`config.mk`:
```
export PLATFORM = sky130hd
export DESIGN_NAME = bypass_drive
export DESIGN_NICKNAME = d
export VERILOG_FILES = /design/src/rtl/bypass_drive.sv
export SDC_FILE = /design/constraint.sdc
export NUM_CORES = 1
export LEC_CHECK = 0
export ABC_AREA = 0
export BUFFER_PORTS_ARGS = -buffer_cell sky130_fd_sc_hd__buf_2
export CAP_MARGIN = 25
export CORE_MARGIN = 2
export CORE_UTILIZATION = 38
export CTS_CLUSTER_SIZE = 28
export DETAILED_ROUTE_END_ITERATION = 7
export GPL_ROUTABILITY_DRIVEN = 0
export SLEW_MARGIN = 25
export SYNTH_ARGS = -nofsm -noshare
export SYNTH_HDL_FRONTEND = slang
export SYNTH_SLANG_ARGS = --single-unit
```
`constraint.sdc`:
```
create_clock -name clk -period 6.9 [get_ports clk]
set_clock_uncertainty 0.15 [all_clocks]
set_input_delay 1.035 -clock clk [delete_from_list [all_inputs] [get_ports clk]]
set_output_delay 1.035 -clock clk [all_outputs]
set_load 0.005 [all_outputs]
```
`src/rtl/bypass_drive.sv`:
```
// bypass_drive: producer side of the execute-stage bypass network.
// Buffers completed results from one FU lane in FIFO order, broadcasts the
// head entry on the bypass bus when granted, and writes the broadcast result
// to the physical register file one cycle later.
module bypass_drive #(
    parameter int SIZE_PHYSICAL_LOG = 7,
    parameter int SIZE_DATA         = 32,
    parameter int DEPTH             = 2
) (
    input  logic                          clk,
    input  logic                          reset,
    input  logic                          flush_i,
    input  logic                          resultValid_i,
    input  logic [SIZE_PHYSICAL_LOG-1:0]  resultTag_i,
    input  logic [SIZE_DATA-1:0]          resultData_i,
    output logic                          resultReady_o,
    input  logic                          grant_i,
    output logic                          bypassValid_o,
    output logic [SIZE_PHYSICAL_LOG-1:0]  bypassTag_o,
    output logic [SIZE_DATA-1:0]          bypassData_o,
    output logic                          rfWrEn_o,
    output logic [SIZE_PHYSICAL_LOG-1:0]  rfWrAddr_o,
    output logic [SIZE_DATA-1:0]          rfWrData_o,
    output logic [$clog2(DEPTH):0]        occupancy_o
);

    localparam int PTR_W = (DEPTH > 1) ? $clog2(DEPTH) : 1;
    localparam int CNT_W = $clog2(DEPTH) + 1;

    localparam logic [PTR_W-1:0] PTR_ONE   = PTR_W'(1);
    localparam logic [CNT_W-1:0] CNT_ONE   = CNT_W'(1);
    localparam logic [CNT_W-1:0] CNT_ZERO  = CNT_W'(0);
    localparam logic [CNT_W-1:0] CNT_DEPTH = CNT_W'(DEPTH);

    // Result buffer storage
    logic [SIZE_PHYSICAL_LOG-1:0] tag_mem_q  [DEPTH];
    logic [SIZE_PHYSICAL_LOG-1:0] tag_mem_d  [DEPTH];
    logic [SIZE_DATA-1:0]         data_mem_q [DEPTH];
    logic [SIZE_DATA-1:0]         data_mem_d [DEPTH];

    // Buffer control state
    logic [PTR_W-1:0] head_q, head_d;
    logic [PTR_W-1:0] tail_q, tail_d;
    logic [CNT_W-1:0] count_q, count_d;

    // Broadcast and register-file stages
    logic                         bypassValid_q, bypassValid_d;
    logic [SIZE_PHYSICAL_LOG-1:0] bypassTag_q, bypassTag_d;
    logic [SIZE_DATA-1:0]         bypassData_q, bypassData_d;
    logic                         rfWrEn_q, rfWrEn_d;
    logic [SIZE_PHYSICAL_LOG-1:0] rfWrAddr_q, rfWrAddr_d;
    logic [SIZE_DATA-1:0]         rfWrData_q, rfWrData_d;

    logic ready_s;
    logic push_s;
    logic pop_s;

    // Ready depends only on the registered count, so a full buffer never
    // accepts a result even if it is being drained at the same edge.
    assign ready_s = (count_q < CNT_DEPTH);
    // Flush has priority: nothing is pushed or popped at a flush edge.
    assign push_s  = resultValid_i & ready_s & ~flush_i;
    assign pop_s   = grant_i & (count_q != CNT_ZERO) & ~flush_i;

    // Next-state for buffer storage: write the tail entry on push
    always_comb begin
        tag_mem_d  = tag_mem_q;
        data_mem_d = data_mem_q;
        if (push_s) begin
            tag_mem_d[tail_q]  = resultTag_i;
            data_mem_d[tail_q] = resultData_i;
        end else begin
            tag_mem_d  = tag_mem_q;
            data_mem_d = data_mem_q;
        end
    end

    // Next-state for pointers and entry count, with flush clearing the buffer
    always_comb begin
        head_d  = head_q;
        tail_d  = tail_q;
        count_d = count_q;
        if (flush_i) begin
            head_d  = {PTR_W{1'b0}};
            tail_d  = {PTR_W{1'b0}};
            count_d = CNT_ZERO;
        end else begin
            if (push_s) begin
                tail_d = tail_q + PTR_ONE;
            end else begin
                tail_d = tail_q;
            end
            if (pop_s) begin
                head_d = head_q + PTR_ONE;
            end else begin
                head_d = head_q;
            end
            case ({push_s, pop_s})
                2'b10:   count_d = count_q + CNT_ONE;
                2'b01:   count_d = count_q - CNT_ONE;
                default: count_d = count_q;
            endcase
        end
    end

    // Next-state for the broadcast triple and the trailing register-file write
    always_comb begin
        bypassValid_d = 1'b0;
        bypassTag_d   = bypassTag_q;
        bypassData_d  = bypassData_q;
        if (pop_s) begin
            bypassValid_d = 1'b1;
            bypassTag_d   = tag_mem_q[head_q];
            bypassData_d  = data_mem_q[head_q];
        end else begin
            bypassValid_d = 1'b0;
        end
        // Address/data always follow the broadcast registers; only the
        // enable is suppressed on flush.
        rfWrAddr_d = bypassTag_q;
        rfWrData_d = bypassData_q;
        if (flush_i) begin
            rfWrEn_d = 1'b0;
        end else begin
            rfWrEn_d = bypassValid_q;
        end
    end

    // State registers with asynchronous reset
    always_ff @(posedge clk or posedge reset) begin
        if (reset) begin
            for (int i = 0; i < DEPTH; i++) begin
                tag_mem_q[i]  <= {SIZE_PHYSICAL_LOG{1'b0}};
                data_mem_q[i] <= {SIZE_DATA{1'b0}};
            end
            head_q        <= {PTR_W{1'b0}};
            tail_q        <= {PTR_W{1'b0}};
            count_q       <= CNT_ZERO;
            bypassValid_q <= 1'b0;
            bypassTag_q   <= {SIZE_PHYSICAL_LOG{1'b0}};
            bypassData_q  <= {SIZE_DATA{1'b0}};
            rfWrEn_q      <= 1'b0;
            rfWrAddr_q    <= {SIZE_PHYSICAL_LOG{1'b0}};
            rfWrData_q    <= {SIZE_DATA{1'b0}};
        end else begin
            for (int i = 0; i < DEPTH; i++) begin
                tag_mem_q[i]  <= tag_mem_d[i];
                data_mem_q[i] <= data_mem_d[i];
            end
            head_q        <= head_d;
            tail_q        <= tail_d;
            count_q       <= count_d;
            bypassValid_q <= bypassValid_d;
            bypassTag_q   <= bypassTag_d;
            bypassData_q  <= bypassData_d;
            rfWrEn_q      <= rfWrEn_d;
            rfWrAddr_q    <= rfWrAddr_d;
            rfWrData_q    <= rfWrData_d;
        end
    end

    assign resultReady_o = ready_s;
    assign bypassValid_o = bypassValid_q;
    assign bypassTag_o   = bypassTag_q;
    assign bypassData_o  = bypassData_q;
    assign rfWrEn_o      = rfWrEn_q;
    assign rfWrAddr_o    = rfWrAddr_q;
    assign rfWrData_o    = rfWrData_q;
    assign occupancy_o   = count_q;

endmodule

```
== After elaboration in Yosys (flattened, before gate mapping) ==
Cells that the tools add are included.
W data, S select, Z words.
Storage, ports and cells
  register bits: 162
  input bits: 44
  output and inout port bits: 83
  word-level logic and storage cells: 55
Operators by class
  eq/ne operators: 2
  multiplexer cells: 20
  magnitude comparators: 4
  reduce and logical (&&, ||, !) cells: 5
  add/subtract/negate cells: 4
  bitwise logic cells: 7
Operators with widths (count)
  $mux W32: 4
  $bwmux W64: 1
  $demux W32 S1: 1
  $mux W7: 4
  $bwmux W14: 1
  $demux W7 S1: 1
  $mux W1: 6
  $reduce_bool A2 Y1: 3
  $and A1 B1 Y1: 4
  $ge A2 B2 Y1 const B: 2
  $not A1 Y2: 2
  $pmux W2 S2: 1
  $reduce_bool A3 Y1: 1
  $add A1 B1 Y1 const B: 2
  $add A2 B1 Y2 const B: 1
  $eq A2 B1 Y1 const B: 1
  $eq A2 B2 Y1 const B: 1
  $lt A2 B1 Y1 const B: 1
  $lt A2 B2 Y1 const B: 1
  $mux W2: 1
  $sub A2 B1 Y2 const B: 1
  $logic_and A1 B1 Y1: 1
  $not A1 Y1: 1

== Logic depth before layout (Yosys ltp) ==
  depth after elaboration: 6
  gate-level depth with buffers: 5

== Worst setup path before layout ==
No wires, ideal clock.
  path kind: input-to-reg
  from: input flush_i
  to: register data_mem_q[32] (netlist bit)
  path slack: 4.571 ns
  setup time: 0.125 ns
  stages on the path: 5
  data arrival time: 2.054 ns
  cell sequence: clkbuf_2 nor3_2 buf_6 buf_6 mux2_2
Between the ends
  longest elaborated chain between the ends: 2
RTL lines
  start, declared: line 12  | input logic flush_i,
  $not A1 Y1: line 62  | assign push_s = resultValid_i & ready_s & ~flush_i;
  $and A1 B1 Y1: line 62
  end signal, assigned by index: line 134  | data_mem_q[i] <= {SIZE_DATA{1'b0}};
  end signal, assigned by index: line 148  | data_mem_q[i] <= data_mem_d[i];
  end, declared: line 38  | logic [SIZE_DATA-1:0] data_mem_q [DEPTH];
Every way passes these cells.
A chain may end at the register's enable or synchronous reset.

== Worst setup path after layout ==
  from: input resultValid_i
  to: register tag_mem_q[2] (netlist bit)
Between the ends
  longest elaborated chain between the ends: 2
RTL lines
  start, declared: line 13  | input logic resultValid_i,
  $and A1 B1 Y1 (2 in a row): line 62
  end signal, assigned by index: line 133  | tag_mem_q[i] <= {SIZE_PHYSICAL_LOG{1'b0}};
  end signal, assigned by index: line 147  | tag_mem_q[i] <= tag_mem_d[i];
  end, declared: line 36  | logic [SIZE_PHYSICAL_LOG-1:0] tag_mem_q [DEPTH];
Every way passes these cells.

==> qor.yml <==
outcome: "finished clean"
rr_startpoint: "occupancy_o[1]"
syn-num-nets: 400
yosysWarnings: 0
setup_tns_ps: 0
routed-via-count: 3373
worstHoldStart: "bypassData_o[28]"
rows: 46
hold_viol: 0
rr_worst_depth: 4
hpwlAfterDp_mm: 7.35
n_fill_cell: 1417
final_nets: 533
leakage_nw: 3.44
synth.top_cell.area_share: 0.667
powerDensity_nw_per_um2: 405
clk_pin_slew_worst_paths_ps: 60
viasPerCell: 4.70
worstPathMaxFanout: 26
crit_slowest_cell: "nor3b_4"
ys_ff_latch: 162
dr.pass1.iters: 4
clkLatencyLatePin_ps: 420
pwr-share-seq: 0.491
ant_nets: 0
cts.path.max_buffers: 2
yosysMostFrequentCell: "dfrtp_1"
regArea_um2: 4060
relSlewSlack: 0.423
switching_share: 0.254
rsz0062_at_grt: "no"
post-place-ws_ps: 3660
min_to: "rfWrData_o[28]"
crit_family: "simple AND/OR/NAND/NOR gates"
critPathLaunchType: "input port"
period_share: 0.392
drtIter0Drc: 156
die_w_um: 130
max_stage_delay_ps: 700
htree_levels: 4
cts_resized: 0
postCtsSetupBuffers: 0
multi_input_area_um2: 1910
clockPowerShare: 0.300
grt_max_degree: 98
grt_pass1_vias: 3520
ios: 127
worstHoldPathType: "reg -> reg"
total_power_mw: 3.04
yosysSeqAreaShare: 0.667
p_switching_uw: 771
fp.dieH_um: 130
startpoint: "resultValid_i"
grt_pass1_wl_mm: 18.4
drive_gt1_frac: 0.625
overflow: 0
p_comb_frac: 0.209
synthTopCellsByCount: "dfrtp_1 (162), mux2_2 (146), mux2_1 (10)"
hold-path-cell-count: 0
cts_tree: "done"
critical_path_class: "in -> reg"
yosys_most_used_dff: "dfrtp_1"
tightest_slew_ps: 866
r2r_end: "tag_mem_q[2]"
ys_top_cells_by_area: "dfrtp_1 (67%), mux2_2 (27%), mux2_1 (1.9%)"
utilization: 0.476
drt_wl_total_mm: 11.8
async_flop_share: 1.00
avgSynthCellArea_um2: 17.1
cp_num_buf_inv: 2
end_kind: "register"
path_cells: "buf_2 > nand2b_4 > nor3b_4 > buf_4 > mux2_2"
drc: 0
synth.cell_area_um2: 6080
initial_utilization: 0.385
holdBufCountCts: 0
ir_worst_vdd_v: 0.000172
cts_made_buffers: 17
worst_slack_ps: 4200
arrival_ps: 2850
placed_cells: 685
port_buffers: 126
setup_viol: 0
grt_usage: 0.146
area_delta_synth_final_pct: 23.5
synth_edf_count: 0
slew_violations: 0
period_minus_slack_ps: 2700
fin_cells: 717
antenna_found_initial: 0
core_um2: 15800
reg2reg_slack_ps: 4360
p_int_mw: 2.27
yosys.area.top_type: "dfrtp_1"
ys_types: 22
synth_cells: 356
cap_violations: 0
cts_root_buf: "clkbuf_16"
cts.sinks: 162
die_area_um2: 17000
clock.fmax_mhz: 370
diodes: 0
routedWlPerCell_um: 16.4
required_ps: 7050
==> registers in the layout, indices dropped and copies added (netlist names) <==
signal,flops
head_q,1
bypassValid_o,1
bypassTag_o,7
rfWrEn_o,1
occupancy_o,2
bypassData_o,32
tag_mem_q,14
tail_q,1
data_mem_q,64
rfWrData_o,32
rfWrAddr_o,7
==> power groups by stage <==
stage / registers, mW / logic (mW) / clock network, mW
finish: 1.49 / 0.635 / 0.912
global route: 1.54 / 0.705 / 0.979
CTS: 1.50 / 0.650 / 0.938
detailed placement: 1.52 / 0.646 / 0
global placement: 1.50 / 0.630 / 0
floorplan: 1.50 / 0.326 / 0
==> worst max path at each step <==
| stage | endpoint | depth (start not counted) |
|---|---|---|
| floorplan | bypassData_o[0] | 1 |
| global placement | data_mem_q[43] | 4 |
| detailed placement | data_mem_q[48] | 4 |
| CTS | data_mem_q[57] | 4 |
| global route | data_mem_q[10] | 5 |
| finish | tag_mem_q[2] | 5 |
==> stage by stage <==
step | instance area (um^2) | hold slack [ps]
3_5_place_dp | 6910 | 229
4_1_cts | 7490 | 242
5_1_grt | 7500 | 250
3_3_place_gp | 6910 | 225
6_report | 7500 | 237
2_1_floorplan | 6080 | 242
==> cell type report <==
type	count	area share
multi-input cells	175	0.254
clock buffers	21	0.0627
inverters	2	0.00167
clock inverters	10	0.0145
repair buffers	131	0.0900
well taps	216	0.0360
flip-flops and latches	162	0.541
==> cell usage in the layout (no fill, tap or decap) <==
cell type,count
dfrtp_1,161
mux2_2,146
buf_2,126
clkbuf_16,17
mux2_1,10
clkinv_2,5
buf_4,4
nor2b_1,3
clkbuf_8,3
o21ai_0,2
a21oi_1,2
xor2_1,2
nor2_1,2
bufinv_16,2
clkinvlp_4,2
nor2_4,1
nand2b_4,1
nand2_1,1
a21o_1,1
mux2i_1,1
nor3b_4,1
nor3_4,1
inv_1,1
inv_6,1
nand2b_1,1
clkinv_4,1
clkbuf_1,1
dfrtp_4,1
buf_8,1
==> worst reg2reg max path, stage by stage (launching register included) <==
cell and delay (ps):
dfrtp_1 440, nand2b_4 220, nor3b_4 700, buf_4 520, mux2_2 390
==> logic make-up (layout without fill, tap and decap cells) <==
family          count (synthesis)  in the layout  share of synthesized area
mux                           157            157                      0.291
simple gates                   11             11                     0.0136
flops                         162            162                      0.667
compound gates                  5              5                    0.00453
buf+inv                        19            164                     0.0210
xor+xnor                        2              2                    0.00288
==> routing by layer <==
layer | global-route usage | wire length [um] | vias to the layer above
li1 | - | - | 1522
met1 | 0.178 | 5050 | 1758
met2 | 0.240 | 5920 | 80
met3 | 0.0501 | 652 | 13
met4 | 0.0563 | 157 | 0
met5 | 0 | 0 | -
No activity file was read; power rests on OpenSTA's default activity.
